<file path="src/rtl/lcd_driver_if.sv">
// Pin bundle between the HD44780 character-LCD driver and the logic that supplies the frame.
// The driver uses the master view; whatever feeds the frame and watches the pins uses the slave view.
interface lcd_driver_if;
    logic [31:0][7:0] ASCII;
    logic             UpdateLCD;
    logic [7:0]       LCD_DATA;
    logic             LCD_RS;
    logic             LCD_RW;
    logic             LCD_EN;
    logic             LCD_ON;
    logic             Ready;
    logic             Busy;

    modport master (
        input  ASCII, UpdateLCD,
        output LCD_DATA, LCD_RS, LCD_RW, LCD_EN, LCD_ON, Ready, Busy
    );

    modport slave (
        output ASCII, UpdateLCD,
        input  LCD_DATA, LCD_RS, LCD_RW, LCD_EN, LCD_ON, Ready, Busy
    );
endinterface

</file>
<file path="src/rtl/lcd_driver.sv">
// HD44780 8-bit write-only driver: power-on wait, four-command init, then 2x16 frame refreshes
// triggered by rising edges of UpdateLCD.
module lcd_driver #(
    parameter int unsigned POWERUP_CYC = 750000,
    parameter int unsigned EN_CYC      = 16,
    parameter int unsigned SHORT_WAIT  = 2000,
    parameter int unsigned CLEAR_WAIT  = 82000
) (
    input  logic         clk,
    input  logic         reset,
    lcd_driver_if.master lcd
);

    typedef enum logic [2:0] {
        StPwrup,
        StInit,
        StIdle,
        StLine1Addr,
        StLine1Chars,
        StLine2Addr,
        StLine2Chars
    } state_e;

    state_e           state_q, state_d;
    logic [31:0]      cnt_q, cnt_d;
    logic [4:0]       idx_q, idx_d;
    logic [7:0]       data_q, data_d;
    logic             rs_q, rs_d;
    logic             pending_q, pending_d;
    logic             ready_q, ready_d;
    logic             on_q;
    logic             upd_q;
    logic [31:0][7:0] buf_q, buf_d;

    logic             upd_edge;
    logic             sending;
    logic             xfer_done;
    logic             start_xfer;
    logic [31:0]      xfer_last;

    function automatic logic [7:0] init_byte(input logic [1:0] i);
        logic [7:0] b;
        unique case (i)
            2'd0:    b = 8'h38;
            2'd1:    b = 8'h0C;
            2'd2:    b = 8'h01;
            default: b = 8'h06;
        endcase
        return b;
    endfunction

    assign upd_edge = lcd.UpdateLCD & ~upd_q;
    assign sending  = (state_q != StPwrup) && (state_q != StIdle);

    // A transfer spans cycle 0 (setup), EN_CYC strobe cycles, then the settle wait.
    always_comb begin
        if (state_q == StInit && idx_q == 5'd2) begin
            xfer_last = EN_CYC + CLEAR_WAIT;
        end else begin
            xfer_last = EN_CYC + SHORT_WAIT;
        end
    end

    assign xfer_done = (cnt_q == xfer_last);

    always_comb begin
        state_d    = state_q;
        cnt_d      = cnt_q;
        idx_d      = idx_q;
        ready_d    = ready_q;
        buf_d      = buf_q;
        pending_d  = pending_q | upd_edge;
        start_xfer = 1'b0;

        unique case (state_q)
            StPwrup: begin
                if (cnt_q == POWERUP_CYC - 32'd1) begin
                    state_d    = StInit;
                    cnt_d      = '0;
                    idx_d      = '0;
                    start_xfer = 1'b1;
                end else begin
                    cnt_d = cnt_q + 32'd1;
                end
            end
            StIdle: begin
                if (pending_q) begin
                    // An edge landing in this very cycle stays pending for the next refresh.
                    pending_d  = upd_edge;
                    buf_d      = lcd.ASCII;
                    state_d    = StLine1Addr;
                    cnt_d      = '0;
                    start_xfer = 1'b1;
                end
            end
            default: begin
                if (!xfer_done) begin
                    cnt_d = cnt_q + 32'd1;
                end else begin
                    cnt_d      = '0;
                    start_xfer = 1'b1;
                    unique case (state_q)
                        StInit: begin
                            if (idx_q == 5'd3) begin
                                state_d    = StIdle;
                                idx_d      = '0;
                                ready_d    = 1'b1;
                                start_xfer = 1'b0;
                            end else begin
                                idx_d = idx_q + 5'd1;
                            end
                        end
                        StLine1Addr: begin
                            state_d = StLine1Chars;
                            idx_d   = 5'd0;
                        end
                        StLine1Chars: begin
                            if (idx_q == 5'd15) begin
                                state_d = StLine2Addr;
                            end else begin
                                idx_d = idx_q + 5'd1;
                            end
                        end
                        StLine2Addr: begin
                            state_d = StLine2Chars;
                            idx_d   = 5'd16;
                        end
                        StLine2Chars: begin
                            if (idx_q == 5'd31) begin
                                state_d    = StIdle;
                                idx_d      = '0;
                                start_xfer = 1'b0;
                            end else begin
                                idx_d = idx_q + 5'd1;
                            end
                        end
                        default: begin
                            state_d    = StPwrup;
                            start_xfer = 1'b0;
                        end
                    endcase
                end
            end
        endcase

        // Bus value is latched at the start of each transfer and held until the next one.
        data_d = data_q;
        rs_d   = rs_q;
        if (start_xfer) begin
            unique case (state_d)
                StInit: begin
                    data_d = init_byte(idx_d[1:0]);
                    rs_d   = 1'b0;
                end
                StLine1Addr: begin
                    data_d = 8'h80;
                    rs_d   = 1'b0;
                end
                StLine2Addr: begin
                    data_d = 8'hC0;
                    rs_d   = 1'b0;
                end
                StLine1Chars, StLine2Chars: begin
                    data_d = buf_d[idx_d];
                    rs_d   = 1'b1;
                end
                default: begin
                    data_d = data_q;
                    rs_d   = rs_q;
                end
            endcase
        end
    end

    always_ff @(posedge clk) begin
        // Tracks the input even in reset so a level held across reset is not seen as an edge.
        upd_q <= lcd.UpdateLCD;
        if (!reset) begin
            state_q   <= StPwrup;
            cnt_q     <= '0;
            idx_q     <= '0;
            data_q    <= '0;
            rs_q      <= 1'b0;
            pending_q <= 1'b0;
            ready_q   <= 1'b0;
            on_q      <= 1'b0;
            buf_q     <= '0;
        end else begin
            state_q   <= state_d;
            cnt_q     <= cnt_d;
            idx_q     <= idx_d;
            data_q    <= data_d;
            rs_q      <= rs_d;
            pending_q <= pending_d;
            ready_q   <= ready_d;
            on_q      <= 1'b1;
            buf_q     <= buf_d;
        end
    end

    assign lcd.LCD_DATA = data_q;
    assign lcd.LCD_RS   = rs_q;
    assign lcd.LCD_RW   = 1'b0;
    assign lcd.LCD_EN   = sending && (cnt_q != 32'd0) && (cnt_q <= EN_CYC);
    assign lcd.LCD_ON   = on_q;
    assign lcd.Ready    = ready_q;
    assign lcd.Busy     = (state_q != StIdle);

endmodule

</file>
<file path="src/flat_wrapper.sv">
// flat-port wrapper written by rule: the top's interface ports become plain ports
module lcd_driver_flat 
#(
    parameter int unsigned POWERUP_CYC = 750000,
    parameter int unsigned EN_CYC      = 16,
    parameter int unsigned SHORT_WAIT  = 2000,
    parameter int unsigned CLEAR_WAIT  = 82000
)
  (clk, reset, lcd_ASCII, lcd_UpdateLCD, lcd_LCD_DATA, lcd_LCD_RS, lcd_LCD_RW, lcd_LCD_EN, lcd_LCD_ON, lcd_Ready, lcd_Busy);
  lcd_driver_if lcd_i ();
  input  logic clk;
  input  logic reset;
  input wire logic [$bits(lcd_i.ASCII)-1:0] lcd_ASCII;
  input wire logic [$bits(lcd_i.UpdateLCD)-1:0] lcd_UpdateLCD;
  output wire logic [$bits(lcd_i.LCD_DATA)-1:0] lcd_LCD_DATA;
  output wire logic [$bits(lcd_i.LCD_RS)-1:0] lcd_LCD_RS;
  output wire logic [$bits(lcd_i.LCD_RW)-1:0] lcd_LCD_RW;
  output wire logic [$bits(lcd_i.LCD_EN)-1:0] lcd_LCD_EN;
  output wire logic [$bits(lcd_i.LCD_ON)-1:0] lcd_LCD_ON;
  output wire logic [$bits(lcd_i.Ready)-1:0] lcd_Ready;
  output wire logic [$bits(lcd_i.Busy)-1:0] lcd_Busy;
  assign lcd_i.ASCII = lcd_ASCII;
  assign lcd_i.UpdateLCD = lcd_UpdateLCD;
  assign lcd_LCD_DATA = lcd_i.LCD_DATA;
  assign lcd_LCD_RS = lcd_i.LCD_RS;
  assign lcd_LCD_RW = lcd_i.LCD_RW;
  assign lcd_LCD_EN = lcd_i.LCD_EN;
  assign lcd_LCD_ON = lcd_i.LCD_ON;
  assign lcd_Ready = lcd_i.Ready;
  assign lcd_Busy = lcd_i.Busy;
  lcd_driver #(.POWERUP_CYC(POWERUP_CYC), .EN_CYC(EN_CYC), .SHORT_WAIT(SHORT_WAIT), .CLEAR_WAIT(CLEAR_WAIT)) u_core (.clk(clk), .reset(reset), .lcd(lcd_i));
endmodule
</file>
<file path="config.mk">
export PLATFORM = sky130hd
export DESIGN_NAME = lcd_driver_flat
export DESIGN_NICKNAME = d
export VERILOG_FILES = /design/src/rtl/lcd_driver_if.sv /design/src/rtl/lcd_driver.sv /design/src/flat_wrapper.sv
export SDC_FILE = /design/constraint.sdc
export NUM_CORES = 1
export LEC_CHECK = 0
export ABC_AREA = 0
export BUFFER_PORTS_ARGS = -buffer_cell sky130_fd_sc_hd__buf_2
export CELL_PAD_IN_SITES_DETAIL_PLACEMENT = 1
export CELL_PAD_IN_SITES_GLOBAL_PLACEMENT = 2
export CORE_MARGIN = 2
export CORE_UTILIZATION = 36
export CTS_BUF_LIST = sky130_fd_sc_hd__clkbuf_2
export CTS_CLUSTER_DIAMETER = 80
export DETAILED_ROUTE_END_ITERATION = 16
export GPL_TIMING_DRIVEN = 0
export PLACE_DENSITY_LB_ADDON = 0.05
export SETUP_SLACK_MARGIN = 0.1
export SLEW_MARGIN = 10
export SYNTH_ARGS = -nofsm -noshare
export SYNTH_HDL_FRONTEND = slang
export SYNTH_SLANG_ARGS = --single-unit
export TNS_END_PERCENT = 1
</file>
<file path="constraint.sdc">
create_clock -name clk -period 8.4 [get_ports clk]
set_clock_uncertainty 0.05 [all_clocks]
set_input_delay 1.26 -clock clk [delete_from_list [all_inputs] [get_ports clk]]
set_output_delay 1.26 -clock clk [all_outputs]
set_load 0.02 [all_outputs]
</file>
==> results of run 1 <==
metrics by stage:
stage | hold WS (ns) | instances | setup WS, ns
2_1_floorplan | 0.3902 | 2052 | 4.771
3_3_place_gp | 0.3965 | 2908 | 3.070
3_5_place_dp | 0.4104 | 2908 | 2.993
4_1_cts | 0.1989 | 3057 | 2.981
5_1_grt | 0.1982 | 3060 | 2.616
6_report | 0.2836 | 3061 | 2.843
cell type report:
class,instances,area share
repair buffers,271,0.07274
multi-input cells,1580,0.4769
diodes,4,0.0005368
inverters,13,0.002617
plain buffers,150,0.03603
well taps,585,0.03925
clock buffers,131,0.03516
flip-flops and latches,309,0.3317
clock inverters,18,0.005033
layer usage:
layer | part of all wire | routed length, µm
met2 | 0.47 | 36320
met1 | 0.42 | 32830
met3 | 0.074 | 5762
met5 | 0.00035 | 27
met4 | 0.040 | 3110
worst max-delay path by stage:
stage / startpoint / end / slack (ns) / depth (start not counted)
4_1_cts: u_core.cnt_q[0] / u_core.lcd.LCD_DATA[2] / 2.98 / 12
3_5_place_dp: u_core.cnt_q[0] / u_core.lcd.LCD_DATA[2] / 2.99 / 12
3_3_place_gp: u_core.cnt_q[0] / u_core.lcd.LCD_DATA[2] / 3.07 / 12
6_report: u_core.cnt_q[0] / u_core.lcd.LCD_DATA[2] / 2.84 / 12
5_1_grt: u_core.state_q[2] / u_core.lcd.LCD_DATA[2] / 2.62 / 11
2_1_floorplan: u_core.cnt_q[0] / u_core.lcd.LCD_DATA[3] / 4.77 / 11
sequential cells by signal, summed over array words and instances (netlist names):
signal and flops:
u_core.lcd.LCD_DATA 8, u_core.pending_q 1, u_core.cnt_q 32, u_core.upd_q 1, u_core.lcd.LCD_ON 1, u_core.buf_q 256
u_core.state_q 3, u_core.lcd.Ready 1, u_core.idx_q 5, u_core.lcd.LCD_RS 1
cell usage in the layout, fill, tap and decap left out, drive strengths merged, types with 4 or more instances in the layout:
master	instances
a211oi	10
or3	13
inv	15
a31oi	11
xnor2	13
nand3	34
a22oi	15
ha	7
a21boi	257
dfxtp	309
buf	320
clkbuf	232
and2	13
nor2b	7
or2	53
nor3	23
xor2	15
a2111oi	5
diode	4
o211ai	6
mux2i	24
and3	16
mux4	19
clkinv	15
o21ai	55
nand4	21
nor2	63
a21oi	202
nor4	10
nand4b	4
or4	6
nand2	629
report_power, final:
part           leakage, µW  switching [µW]  internal (µW)
logic              0.00372            93.2           67.3
registers          0.00249            2.13           1470
clock network     0.000590             700            438
total              0.00680             795           1970
logic make-up (layout without fill, tap and decap cells):
logic type / Yosys count / after routing / synth area share
simple gates: 905 / 905 / 0.2504
compound gates: 596 / 596 / 0.2488
flops: 309 / 309 / 0.3915
buf+inv: 163 / 583 / 0.04562
mux: 43 / 43 / 0.04229
xor+xnor: 28 / 28 / 0.01552
fa+ha+maj: 7 / 7 / 0.005543
other cells: 1 / 5 / 0.0002374
==> results_tabular.tex, run 1 <==
\begin{tabular}{lr}
\hline
Metric & Value \\
\hline
\multicolumn{2}{l}{\textbf{STA}} \\
\quad Slew @ Worst Pin & 1.277 ns \\
\quad Summed negative setup slack over all endpoints & 0 ns \\
\quad Part of the cycle the worst path needs & 0.6616 \\
\quad Number of failing setup endpoints in the final timing report & 0 \\
\quad Count of final hold-check violations & 0 \\
\quad Max-slew headroom & 0.1456 \\
\quad Crit path time final & 5.557 ns \\
\quad Fmax achieved & 0.1799 GHz \\
\quad Setup repair after global routing missed its margin & no \\
\quad Fin. max-slew vios & 0 \\
\multicolumn{2}{l}{\textbf{Layout}} \\
\quad Signed area change from the synthesized netlist to the final layout & 18.02\% \\
\quad Area occupied by multi-input gates & 0.008892 mm² \\
\quad Final \#Nets & 2678 \\
\quad Final design area excluding fillers & 0.01865 mm² \\
\quad Ratio of cells with drive above 1 in the final layout & 0.2184 \\
\quad Sequential cell area & 0.006186 mm² \\
\quad Number of fillers in the final layout & 5576 \\
\quad Core Util, Final & 0.4319 \\
\multicolumn{2}{l}{\textbf{Setup path}} \\
\quad Bufs and invs on worst path & 1 \\
\quad Cell with the biggest individual delay on the critical path & sky130\_fd\_sc\_hd\_\_a211oi\_1 \\
\quad Reg-to-Reg Start & u\_core.cnt\_q[0] \\
\quad Biggest fanout along the worst timing path & 10 \\
\quad Cells traversed along the worst timing path & inv\_1 > ha\_1 > or3b\_2 > or4\_1 > a211o\_4 > nor3b\_2 > mux2i\_1 > nor2b\_1 > nand2\_1 > a211oi\_1 > nor3\_1 > a21oi\_1 \\
\quad Arrival time reported for the critical path endpoint & 6.48 ns \\
\quad Slowest cell delay on critical path & 0.94 ns \\
\quad Kind of launch point of the worst setup path & flip-flop \\
\quad Crit Reg-Reg Endpoint & u\_core.lcd.LCD\_DATA[2] \\
\quad Data required, critical path & 9.32 ns \\
\quad Critical Path Sink Type & flip-flop \\
\quad Kind of cell adding the most delay to the critical path & simple AND/OR/NAND/NOR gates \\
\quad Type of the worst setup path & reg2reg \\
\quad Register-to-register path setup slack & 2.84 ns \\
\quad Worst reg2reg path depth & 12 \\
\multicolumn{2}{l}{\textbf{Pwr}} \\
\quad Total power per unit cell area & 148.4 mW/mm² \\
\quad Power after layout & 2767 µW \\
\quad LEAKAGE & 0.006798 µW \\
\quad Worst supply voltage drop on vdd & 77.98 µV \\
\multicolumn{2}{l}{\textbf{CTS}} \\
\quad Clock slew at the register clock pins of the worst setup and hold paths & 0.10 ns \\
\quad Quantity of hold-fixing buffers added after cts & 0 \\
\quad CTS tree & built \\
\quad Num Clock Sinks & 309 \\
\quad Deepest clock path buffer count & 3 \\
\quad PostCTS Resize Cnt & 0 \\
\quad Insertion delay of the later-clocked pin in the worst-skew pair & 1.07 ns \\
\quad Clock root cell & sky130\_fd\_sc\_hd\_\_clkbuf\_2 \\
\quad H-tree level count & 3 \\
\quad Post-CTS setup-driven buffer insertion count & 0 \\
\quad Number of buffers created by CTS & 87 \\
\multicolumn{2}{l}{\textbf{Detailed routing}} \\
\quad Length of the first detailed-routing pass in iterations & 5 \\
\quad Violation count after the first detailed-routing iteration & 1216 \\
\quad Count of nets left with antenna violations after detail routing & 0 \\
\quad Via-to-Cell Ratio & 5.620 \\
\quad Via Count & 17200 \\
\quad WL/cell & 25.50 µm \\
\quad Residual DRC count & 0 \\
\quad Routed WL & 78050 µm \\
\multicolumn{2}{l}{\textbf{Synthesis}} \\
\quad Synthesized netlist net count & 2318 \\
\quad Ranking of synthesized cells by area & sky130\_fd\_sc\_hd\_\_dfxtp\_1 39\%, sky130\_fd\_sc\_hd\_\_nand2\_1 15\%, sky130\_fd\_sc\_hd\_\_a21boi\_0 12\% \\
\quad Cell accounting for the most synthesized area & sky130\_fd\_sc\_hd\_\_dfxtp\_1 \\
\quad Synth Register Bits & 309 \\
\quad Post-synthesis sequential area ratio & 0.3915 \\
\quad Count of warnings emitted by yosys & 0 \\
\quad Combined area of all synthesized cells & 0.01580 mm² \\
\quad Library cell with the highest instance count after synthesis & sky130\_fd\_sc\_hd\_\_nand2\_1 \\
\quad Most used flip-flop cell after synthesis & sky130\_fd\_sc\_hd\_\_dfxtp\_1 \\
\quad Number of standard cells after synthesis & 2052 \\
\quad List of most frequent post-synthesis cells & 628 x sky130\_fd\_sc\_hd\_\_nand2\_1, 309 x sky130\_fd\_sc\_hd\_\_dfxtp\_1, 257 x sky130\_fd\_sc\_hd\_\_a21boi\_0 \\
\quad Proportion of netlist area held by the largest area contributor & 0.3915 \\
\quad Synth Area per Inst & 7.699 µm² \\
\quad Number of synthesized flops with an enable pin & 0 \\
\quad Library cells used by synthesis & 78 \\
\quad Share of synthesized registers carrying an async set or reset & 0 \\
\multicolumn{2}{l}{\textbf{Floorplan}} \\
\quad Boundary Pins & 273 \\
\quad Core area & 0.04317 mm² \\
\quad Initial Util & 0.3660 \\
\quad Row cnt & 76 \\
\quad Die height & 213.5 µm \\
\quad Area of the die & 0.04558 mm² \\
\quad Die Wd & 213.5 µm \\
\multicolumn{2}{l}{\textbf{Worst hold path}} \\
\quad Hold path startpoint & lcd\_UpdateLCD \\
\quad Hold depth & 1 \\
\quad Worst min-delay path endpoint & u\_core.upd\_q \\
\quad Worst Hold Class & in2reg \\
\multicolumn{2}{l}{\textbf{Global routing}} \\
\quad Via count of the first global-routing pass & 17160 \\
\quad Fraction of met3 tracks used by global routing & 0.07176 \\
\quad Initial antenna violation count & 9 \\
\quad Overall fraction of global-route tracks in use & 0.3392 \\
\quad Met1 layer usage reported by global route & 0.4333 \\
\quad Maximum number of pins on one net before global-route repair & 12 \\
\quad Overflow left after global routing & 0 \\
\quad Wire length of the first global-routing pass & 111100 µm \\
\quad Global-route met2 utilization & 0.5583 \\
\quad Most utilized layer in the global route result & met2 \\
\multicolumn{2}{l}{\textbf{Run}} \\
\quad Number of max-capacitance violations reported & 0 \\
\multicolumn{2}{l}{\textbf{Status}} \\
\quad Run status & finished clean \\
\multicolumn{2}{l}{\textbf{Placed design}} \\
\quad Placement-stage cell area & 0.01789 mm² \\
\quad Routability-driven placement congestion ratio & 0.9470 \\
\quad Dpl hpwl & 58270 µm \\
\quad IO buf count & 271 \\
\hline
\end{tabular}
No activity file was read; power rests on OpenSTA's default activity.
==> run 2, diff against run 1 <==
CORE_UTILIZATION = 30   (was 36)
clock period = 4.9 ns   (was 8.4 ns; I/O delays follow)
==> run 2 against run 1 <==
  * Clock power grew 88%
  * Highest routed layer unchanged
  * First-iteration DRC count is 1.4% lower
  * Maximum frequency grew 16%
  * Global-route usage shrank 2.1 points
  * Worst hold slack got worse by 0.028 ns
  * Sequential share of layout area shrank 4.5 points
==> results_tabular.tex, run 2 (synthesized netlist as in run 1, its figures left out) <==
\begin{tabular}{lr}
\hline
Metric & Value \\
\hline
\multicolumn{2}{l}{\textbf{Detailed routing}} \\
\quad Routed WL & 87530 µm (was 78050 µm) \\
\quad Via-to-Cell Ratio & 5.272 (was 5.620) \\
\quad Violation count after the first detailed-routing iteration & 1199 (was 1216) \\
\quad Length of the first detailed-routing pass in iterations & 5 (unchanged) \\
\quad Count of nets left with antenna violations after detail routing & 0 (unchanged) \\
\quad Residual DRC count & 0 (unchanged) \\
\quad WL/cell & 25.44 µm (was 25.50 µm) \\
\quad Via Count & 18130 (was 17200) \\
\multicolumn{2}{l}{\textbf{Status}} \\
\quad Run status & finished clean (unchanged) \\
\multicolumn{2}{l}{\textbf{STA}} \\
\quad Count of final hold-check violations & 0 (unchanged) \\
\quad Crit path time final & 4.810 ns (was 5.557 ns) \\
\quad Fin. max-slew vios & 0 (unchanged) \\
\quad Max-slew headroom & 0.2028 (was 0.1456) \\
\quad Summed negative setup slack over all endpoints & 0 ns (unchanged) \\
\quad Fmax achieved & 0.2079 GHz (was 0.1799 GHz) \\
\quad Number of failing setup endpoints in the final timing report & 0 (unchanged) \\
\quad Setup repair after global routing missed its margin & yes (was no) \\
\quad Slew @ Worst Pin & 1.196 ns (was 1.277 ns) \\
\quad Worst hold slack & 0.2556 ns (was 0.2836 ns) \\
\quad Part of the cycle the worst path needs & 0.9817 (was 0.6616) \\
\multicolumn{2}{l}{\textbf{Pwr}} \\
\quad Fraction of power spent switching nets & 0.2879 (was 0.2875) \\
\quad Pint & 3638 µW (was 1971 µW) \\
\quad Combinational fraction of design power & 0.088 (was 0.058) \\
\quad Seq pwr share & 0.493 (was 0.531) \\
\quad Net switching power & 1471 µW (was 795.3 µW) \\
\quad Share of power burned in the clock network & 0.420 (was 0.411) \\
\quad Worst supply voltage drop on vdd & 121.1 µV (was 77.98 µV) \\
\quad Total power per unit cell area & 236.9 mW/mm² (was 148.4 mW/mm²) \\
\quad Power after layout & 5109 µW (was 2767 µW) \\
\quad LEAKAGE & 0.007980 µW (was 0.006798 µW) \\
\multicolumn{2}{l}{\textbf{Layout}} \\
\quad Most frequent cells in the layout & 628 x sky130\_fd\_sc\_hd\_\_nand2\_1, 309 x sky130\_fd\_sc\_hd\_\_dfxtp\_1, 293 x sky130\_fd\_sc\_hd\_\_buf\_2 (was 628 x sky130\_fd\_sc\_hd\_\_nand2\_1, 309 x sky130\_fd\_sc\_hd\_\_dfxtp\_1, 298 x sky130\_fd\_sc\_hd\_\_buf\_2) \\
\quad Area occupied by multi-input gates & 0.008936 mm² (was 0.008892 mm²) \\
\quad Commonest non-fill, non-tap cell in the layout & sky130\_fd\_sc\_hd\_\_nand2\_1 (unchanged) \\
\quad Ratio of cells with drive above 1 in the final layout & 0.2052 (was 0.2184) \\
\quad Number of fillers in the final layout & 6518 (was 5576) \\
\quad Final design area excluding fillers & 0.02156 mm² (was 0.01865 mm²) \\
\quad Sequential cell area & 0.006186 mm² (unchanged) \\
\quad Signed area change from the synthesized netlist to the final layout & 36.49\% (was 18.02\%) \\
\quad Final \#Nets & 2940 (was 2678) \\
\quad Core Util, Final & 0.4120 (was 0.4319) \\
\quad Max FFs per register & 256 (unchanged) \\
\quad Most flops, register & u\_core.buf\_q (unchanged) \\
\multicolumn{2}{l}{\textbf{Setup path}} \\
\quad Data required, critical path & 5.88 ns (was 9.32 ns) \\
\quad Arrival time reported for the critical path endpoint & 5.79 ns (was 6.48 ns) \\
\quad Type of the worst setup path & reg2reg (unchanged) \\
\quad Critical Path Sink Type & flip-flop (unchanged) \\
\quad Kind of launch point of the worst setup path & flip-flop (unchanged) \\
\quad Biggest fanout along the worst timing path & 10 (unchanged) \\
\multicolumn{2}{l}{\textbf{Global routing}} \\
\quad Overall fraction of global-route tracks in use & 0.3183 (was 0.3392) \\
\quad Overflow left after global routing & 0 (unchanged) \\
\quad Maximum number of pins on one net before global-route repair & 13 (was 12) \\
\quad Wire length of the first global-routing pass & 123800 µm (was 111100 µm) \\
\quad Initial antenna violation count & 9 (unchanged) \\
\quad Via count of the first global-routing pass & 18820 (was 17160) \\
\multicolumn{2}{l}{\textbf{CTS}} \\
\quad Insertion delay of the later-clocked pin in the worst-skew pair & 1.10 ns (was 1.07 ns) \\
\quad H-tree level count & 3 (unchanged) \\
\quad Clock root cell & sky130\_fd\_sc\_hd\_\_clkbuf\_2 (unchanged) \\
\quad Number of buffers created by CTS & 91 (was 87) \\
\quad Num Clock Sinks & 309 (unchanged) \\
\quad CTS tree & built (unchanged) \\
\quad Deepest clock path buffer count & 3 (unchanged) \\
\quad Clock slew at the register clock pins of the worst setup and hold paths & 0.11 ns (was 0.10 ns) \\
\multicolumn{2}{l}{\textbf{Floorplan}} \\
\quad Initial Util & 0.3019 (was 0.3660) \\
\quad Core area & 0.05234 mm² (was 0.04317 mm²) \\
\quad Die height & 233.5 µm (was 213.5 µm) \\
\quad Row cnt & 84 (was 76) \\
\quad Die Wd & 233.5 µm (was 213.5 µm) \\
\quad Area of the die & 0.05452 mm² (was 0.04558 mm²) \\
\quad Boundary Pins & 273 (unchanged) \\
\multicolumn{2}{l}{\textbf{Placed design}} \\
\quad Routability-driven placement congestion ratio & 0.9202 (was 0.9470) \\
\quad Placement-stage cell area & 0.01802 mm² (was 0.01789 mm²) \\
\quad Dpl hpwl & 62070 µm (was 58270 µm) \\
\quad IO buf count & 271 (unchanged) \\
\multicolumn{2}{l}{\textbf{Run}} \\
\quad Number of max-capacitance violations reported & 0 (unchanged) \\
\multicolumn{2}{l}{\textbf{Worst hold path}} \\
\quad Worst Hold Class & in2reg (unchanged) \\
\hline
\end{tabular}
## run 2: changes by cell type in the layout (fill, tap and decap cells not counted), sizes merged
cell / previous run / this run
diode: 4 / 9
dlygate4sd3: 0 / 258
bufinv: 1 / 3
clkinv: 15 / 26
buf: 320 / 314
clkbuf: 232 / 237
clkdlybuf4s15: 0 / 2
inv: 15 / 14
## run 2: final cells by class
class,instances,share of cell area
antenna,9,0.001044
sequential,309,0.2869
tap,688,0.03992
clock buffer,132,0.03064
buffer,150,0.03330
inverter,13,0.002263
timing repair buffer,529,0.1827
multi-input combinational,1580,0.4144
clock inverter,30,0.008935
## run 2: power by group through the flow
| stage | logic (µW) | registers (µW) | clock network (µW) |
|---|---|---|---|
| 2_1_floorplan | 66.4 | 2570 | 0 |
| 5_1_grt | 469 | 2520 | 2310 |
| 4_1_cts | 437 | 2520 | 2200 |
| 6_report | 449 | 2520 | 2140 |
| 3_3_place_gp | 275 | 2570 | 0 |
| 3_5_place_dp | 278 | 2580 | 0 |
## run 2: final timing paths
check	end	slack, ns	cells after the start	startpoint
worst min register to register	u_core.buf_q[212]	0.42	2	u_core.buf_q[212]
worst max-delay path	u_core.lcd.LCD_DATA[2]	0.09	14	u_core.cnt_q[0]
worst max register to register	u_core.lcd.LCD_DATA[2]	0.09	14	u_core.cnt_q[0]
worst min-delay path	u_core.upd_q	0.26	2	lcd_UpdateLCD
## run 2: critical path, stage by stage (launching register included)
cell	delay [ns]
sky130_fd_sc_hd__dfxtp_1	0.34
sky130_fd_sc_hd__inv_1	0.11
sky130_fd_sc_hd__ha_1	0.15
sky130_fd_sc_hd__or3b_2	0.49
sky130_fd_sc_hd__or4_1	0.64
sky130_fd_sc_hd__a211o_4	0.36
sky130_fd_sc_hd__buf_6	0.15
sky130_fd_sc_hd__o221ai_2	0.25
sky130_fd_sc_hd__clkbuf_1	0.70
sky130_fd_sc_hd__a21oi_1	0.17
sky130_fd_sc_hd__or2_2	0.32
sky130_fd_sc_hd__mux2i_1	0.38
sky130_fd_sc_hd__a211oi_4	0.17
sky130_fd_sc_hd__nor3_1	0.34
sky130_fd_sc_hd__a21oi_1	0.11
## run 2: timing repair
item,in CTS,in global routing
hold buffers,258,0
setup endpoints to repair,37,52
buffers inserted,0,0
endpoints found under the hold margin,260,0
gates resized for setup,17,21
## run 2: metal layers
metal | part of all wire | wire, µm | up-vias | global-route usage
li1 | - | - | 8346 | -
met1 | 0.42 | 36450 | 8920 | 0.3901
met2 | 0.47 | 41280 | 662 | 0.5329
met3 | 0.066 | 5797 | 204 | 0.06897
met4 | 0.046 | 3988 | 2 | 0.1440
met5 | 0.00014 | 12 | - | 0
## run 2: stage by stage
stage,setup slack [ns],cells
finish,0.08958,3440
global route,0.02503,3436
CTS,0.07703,3431
detailed placement,-0.5729,3011
global placement,-0.5445,3011
floorplan,1.271,2052
==> run 3, diff against run 2 <==
ABC_AREA = 1   (was 0)
CORE_UTILIZATION = 27   (was 30)
==> run 3 against run 2 <==
  * First-iteration DRC count fell by 19%
  * Via count rose by 7.6%
  * Largest cell class unchanged
  * Maximum frequency rose by 17%
  * Global-route usage fell by 5.8 points
  * Sequential cell count did not move
  * Sequential share of layout area fell by 0.93 points
  * Routed wire length fell by 5.8%
  * Critical endpoint is now u_core.lcd.LCD_DATA[1]
  * Utilization fell by 4.3 points
  * Non-clock buffer count fell by 1
  * Register-to-register slack improved by 0.69 ns
==> results_tabular.tex, run 3 <==
\begin{tabular}{lr}
\hline
Metric & Value \\
\hline
\multicolumn{2}{l}{\textbf{Detailed routing}} \\
\quad Via Count & 19510 (was 18130) \\
\quad WL/cell & 19.25 µm (was 25.44 µm) \\
\quad Via-to-Cell Ratio & 4.554 (was 5.272) \\
\quad Routed WL & 82490 µm (was 87530 µm) \\
\quad Residual DRC count & 0 (unchanged) \\
\quad Length of the first detailed-routing pass in iterations & 5 (unchanged) \\
\quad Count of nets left with antenna violations after detail routing & 0 (unchanged) \\
\quad Violation count after the first detailed-routing iteration & 971 (was 1199) \\
\multicolumn{2}{l}{\textbf{Synthesis}} \\
\quad Share of synthesized cell area in and, or, nand and nor gates & 0.4364 (was 0.2504) \\
\quad Count of warnings emitted by yosys & 0 (unchanged) \\
\quad Combined area of all synthesized cells & 0.01648 mm² (was 0.01580 mm²) \\
\quad Synthesized netlist net count & 3077 (was 2318) \\
\quad Share of synthesized registers carrying an async set or reset & 0 (unchanged) \\
\quad Post-synthesis sequential area ratio & 0.3754 (was 0.3915) \\
\quad Combinational family with the most area after synthesis & simple AND/OR/NAND/NOR gates (unchanged) \\
\quad Number of synthesized flops with an enable pin & 0 (unchanged) \\
\quad Synth Area in Compound Gates & 0.04723 (was 0.2488) \\
\quad Number of standard cells after synthesis & 2811 (was 2052) \\
\quad Multiplexer share of the synthesized area & 0 (was 0.04229) \\
\quad Cell accounting for the most synthesized area & sky130\_fd\_sc\_hd\_\_dfxtp\_1 (unchanged) \\
\quad Library cell with the highest instance count after synthesis & sky130\_fd\_sc\_hd\_\_nand2\_1 (unchanged) \\
\quad XOR/XNOR Fraction of Synth Area & 0.004252 (was 0.01552) \\
\quad Most used flip-flop cell after synthesis & sky130\_fd\_sc\_hd\_\_dfxtp\_1 (unchanged) \\
\quad Ranking of synthesized cells by area & sky130\_fd\_sc\_hd\_\_dfxtp\_1 38\%, sky130\_fd\_sc\_hd\_\_nand2\_1 26\%, sky130\_fd\_sc\_hd\_\_nor2\_1 8.5\% (was sky130\_fd\_sc\_hd\_\_dfxtp\_1 39\%, sky130\_fd\_sc\_hd\_\_nand2\_1 15\%, sky130\_fd\_sc\_hd\_\_a21boi\_0 12\%) \\
\quad Library cells used by synthesis & 39 (was 78) \\
\quad List of most frequent post-synthesis cells & 1161 x sky130\_fd\_sc\_hd\_\_nand2\_1, 372 x sky130\_fd\_sc\_hd\_\_nor2\_1, 368 x sky130\_fd\_sc\_hd\_\_inv\_1 (was 628 x sky130\_fd\_sc\_hd\_\_nand2\_1, 309 x sky130\_fd\_sc\_hd\_\_dfxtp\_1, 257 x sky130\_fd\_sc\_hd\_\_a21boi\_0) \\
\quad Synth Area per Inst & 5.862 µm² (was 7.699 µm²) \\
\quad Proportion of netlist area held by the largest area contributor & 0.3754 (was 0.3915) \\
\quad Adder and majority gate portion of the synthesized area & 0.005315 (was 0.005544) \\
\quad Synth Register Bits & 309 (unchanged) \\
\multicolumn{2}{l}{\textbf{STA}} \\
\quad Summed negative setup slack over all endpoints & 0 ns (unchanged) \\
\quad Setup repair after global routing missed its margin & no (was yes) \\
\quad Max-slew headroom & 0.2298 (was 0.2028) \\
\quad Slew @ Worst Pin & 1.155 ns (was 1.196 ns) \\
\quad Crit path time final & 4.117 ns (was 4.810 ns) \\
\quad Fin. max-slew vios & 0 (unchanged) \\
\quad Fmax achieved & 0.2429 GHz (was 0.2079 GHz) \\
\quad Count of final hold-check violations & 0 (unchanged) \\
\quad Part of the cycle the worst path needs & 0.8401 (was 0.9817) \\
\quad Number of failing setup endpoints in the final timing report & 0 (unchanged) \\
\multicolumn{2}{l}{\textbf{CTS}} \\
\quad Post-CTS setup-driven buffer insertion count & 0 (unchanged) \\
\quad Num Clock Sinks & 309 (unchanged) \\
\quad CTS tree & built (unchanged) \\
\quad Insertion delay of the later-clocked pin in the worst-skew pair & 1.13 ns (was 1.10 ns) \\
\quad Clock slew at the register clock pins of the worst setup and hold paths & 0.10 ns (was 0.11 ns) \\
\quad Deepest clock path buffer count & 3 (unchanged) \\
\quad Number of buffers created by CTS & 98 (was 91) \\
\quad Clock root cell & sky130\_fd\_sc\_hd\_\_clkbuf\_2 (unchanged) \\
\quad Quantity of hold-fixing buffers added after cts & 258 (unchanged) \\
\quad H-tree level count & 3 (unchanged) \\
\quad PostCTS Resize Cnt & 0 (was 17) \\
\multicolumn{2}{l}{\textbf{Global routing}} \\
\quad Fraction of met3 tracks used by global routing & 0.03593 (was 0.06897) \\
\quad Initial antenna violation count & 3 (was 9) \\
\quad Met1 layer usage reported by global route & 0.3255 (was 0.3901) \\
\quad Overflow left after global routing & 0 (unchanged) \\
\quad Most utilized layer in the global route result & met2 (unchanged) \\
\quad Global-route met2 utilization & 0.4660 (was 0.5329) \\
\quad Via count of the first global-routing pass & 20720 (was 18820) \\
\quad Wire length of the first global-routing pass & 123100 µm (was 123800 µm) \\
\quad Overall fraction of global-route tracks in use & 0.2604 (was 0.3183) \\
\quad Maximum number of pins on one net before global-route repair & 14 (was 13) \\
\multicolumn{2}{l}{\textbf{Pwr}} \\
\quad Net switching power & 1463 µW (was 1471 µW) \\
\quad Fraction of power spent switching nets & 0.2835 (was 0.2879) \\
\quad Share of power burned in the clock network & 0.435 (was 0.420) \\
\quad Total power per unit cell area & 231.5 mW/mm² (was 236.9 mW/mm²) \\
\quad Combinational fraction of design power & 0.078 (was 0.088) \\
\quad Seq pwr share & 0.487 (was 0.493) \\
\quad LEAKAGE & 0.01107 µW (was 0.007980 µW) \\
\quad Worst supply voltage drop on vdd & 167.8 µV (was 121.1 µV) \\
\quad Pint & 3696 µW (was 3638 µW) \\
\quad Power after layout & 5158 µW (was 5109 µW) \\
\multicolumn{2}{l}{\textbf{Setup path}} \\
\quad Arrival time reported for the critical path endpoint & 5.07 ns (was 5.79 ns) \\
\quad Biggest fanout along the worst timing path & 10 (unchanged) \\
\quad Critical Path Sink Type & flip-flop (unchanged) \\
\quad Worst reg2reg path depth & 24 (was 14) \\
\quad Data required, critical path & 5.85 ns (was 5.88 ns) \\
\quad Type of the worst setup path & reg2reg (unchanged) \\
\quad Kind of launch point of the worst setup path & flip-flop (unchanged) \\
\multicolumn{2}{l}{\textbf{Floorplan}} \\
\quad Boundary Pins & 273 (unchanged) \\
\quad Die height & 251.0 µm (was 233.5 µm) \\
\quad Initial Util & 0.2730 (was 0.3019) \\
\quad Area of the die & 0.06302 mm² (was 0.05452 mm²) \\
\quad Die Wd & 251.0 µm (was 233.5 µm) \\
\quad Core area & 0.06036 mm² (was 0.05234 mm²) \\
\quad Row cnt & 90 (was 84) \\
\multicolumn{2}{l}{\textbf{Layout}} \\
\quad Number of fillers in the final layout & 8111 (was 6518) \\
\quad Signed area change from the synthesized netlist to the final layout & 35.24\% (was 36.49\%) \\
\quad Most flops, register & u\_core.buf\_q (unchanged) \\
\quad Final \#Nets & 3706 (was 2940) \\
\quad Most frequent cells in the layout & 1161 x sky130\_fd\_sc\_hd\_\_nand2\_1, 372 x sky130\_fd\_sc\_hd\_\_nor2\_1, 368 x sky130\_fd\_sc\_hd\_\_inv\_1 (was 628 x sky130\_fd\_sc\_hd\_\_nand2\_1, 309 x sky130\_fd\_sc\_hd\_\_dfxtp\_1, 293 x sky130\_fd\_sc\_hd\_\_buf\_2) \\
\quad Max FFs per register & 256 (unchanged) \\
\quad Ratio of cells with drive above 1 in the final layout & 0.1438 (was 0.2052) \\
\quad Commonest non-fill, non-tap cell in the layout & sky130\_fd\_sc\_hd\_\_nand2\_1 (unchanged) \\
\multicolumn{2}{l}{\textbf{Worst hold path}} \\
\quad Worst Hold Class & in2reg (unchanged) \\
\quad Hold depth & 2 (unchanged) \\
\multicolumn{2}{l}{\textbf{Placed design}} \\
\quad IO buf count & 271 (unchanged) \\
\quad Routability-driven placement congestion ratio & 0.9000 (was 0.9202) \\
\quad Dpl hpwl & 61400 µm (was 62070 µm) \\
\multicolumn{2}{l}{\textbf{Run}} \\
\quad Number of max-capacitance violations reported & 0 (unchanged) \\
\multicolumn{2}{l}{\textbf{Status}} \\
\quad Run status & finished clean (unchanged) \\
\hline
\end{tabular}
==> run 3: changes by cell type after synthesis, sizes merged, moves of 13 or more <==
cell    delta
nand3    +182
a21oi    -140
clkbuf    -15
mux4      -19
or2       -53
nor2     +314
a22oi     -15
and3      -16
a21boi   -257
mux2i     -24
nand2    +539
or3       -13
buf       +14
inv      +369
==> run 3: path summary, 6_finish.rpt <==
kind / start / to / slack (ns)
max reg2reg: u_core.idx_q[0] / u_core.lcd.LCD_DATA[1] / 0.78
min reg2reg: u_core.lcd.Ready / u_core.lcd.Ready / 0.41
min: lcd_UpdateLCD / u_core.upd_q / 0.26
max: u_core.idx_q[0] / u_core.lcd.LCD_DATA[1] / 0.78
==> run 3: area by class of cell <==
cell class | count | area, µm² | share of cell area
Clock inverter | 18 | 173.9 | 0.007804
Multi-Input combinational cell | 1961 | 8132 | 0.3649
Antenna cell | 4 | 10.01 | 0.0004492
Buffer | 149 | 689.4 | 0.03094
Clock buffer | 141 | 705.7 | 0.03167
Inverter | 392 | 1471 | 0.06603
Tap cell | 782 | 978.4 | 0.04391
Timing Repair Buffer | 529 | 3939 | 0.1767
Sequential cell | 309 | 6186 | 0.2776
==> run 3: cells by family after synthesis <==
| logic type | count (synthesis) |
|---|---|
| and+or+nand+nor | 1799 |
| adders and majority gates | 7 |
| AOI/OAI and AO/OA | 146 |
| buffers and inverters | 541 |
| DFF | 309 |
| xor gates and xnor gates | 8 |
| other | 1 |
==> run 3: power by group through the flow <==
stage | Combinational [µW] | Clock [µW] | Sequential, µW
6_report | 400 | 2240 | 2510
5_1_grt | 428 | 2460 | 2520
4_1_cts | 396 | 2330 | 2510
3_5_place_dp | 238 | 0 | 2570
3_3_place_gp | 234 | 0 | 2570
2_1_floorplan | 52.9 | 0 | 2570
==> run 3: stage by stage <==
step                instances    util  setup slack (ns)  hold WS [ns]  instance area [µm²]
finish                   4285  0.3692            0.7834        0.2558                22290
global route             4285  0.3692            0.3736        0.1188                22290
CTS                      4281  0.3691            0.7596       0.09347                22280
detailed placement       3864  0.3117            0.7561        0.4174                18810
global placement         3864  0.3117            0.8272        0.3976                18810
floorplan                2811       -             2.102        0.3909                16480
==> run 3: layer usage <==
metal,part of all wire,up-vias
met1,0.45,9315
li1,-,9711
met3,0.035,107
met4,0.023,0
met5,0,-
met2,0.50,379
==> run 3: worst max-delay path: stages (launching register included) <==
cell                       delay (ns)
sky130_fd_sc_hd__dfxtp_1         0.51
sky130_fd_sc_hd__ha_1            0.26
sky130_fd_sc_hd__inv_1           0.05
sky130_fd_sc_hd__nor3_1          0.30
sky130_fd_sc_hd__ha_1            0.24
sky130_fd_sc_hd__inv_1           0.09
sky130_fd_sc_hd__nand2_1         0.07
sky130_fd_sc_hd__nand2_1         0.05
sky130_fd_sc_hd__nor2_1          0.10
sky130_fd_sc_hd__nor2_1          0.05
sky130_fd_sc_hd__nand3_1         0.07
sky130_fd_sc_hd__nand3_1         0.11
sky130_fd_sc_hd__nand2_1         0.12
sky130_fd_sc_hd__nand2_4         0.16
sky130_fd_sc_hd__nand2_4         0.25
sky130_fd_sc_hd__clkbuf_1        0.52
sky130_fd_sc_hd__nand2_1         0.17
sky130_fd_sc_hd__nand2_1         0.11
sky130_fd_sc_hd__nand2_1         0.08
sky130_fd_sc_hd__nand3_1         0.10
sky130_fd_sc_hd__nand3_1         0.12
sky130_fd_sc_hd__nand2_1         0.13
sky130_fd_sc_hd__nand2_1         0.06
sky130_fd_sc_hd__nand3_1         0.15
sky130_fd_sc_hd__a21oi_1         0.08
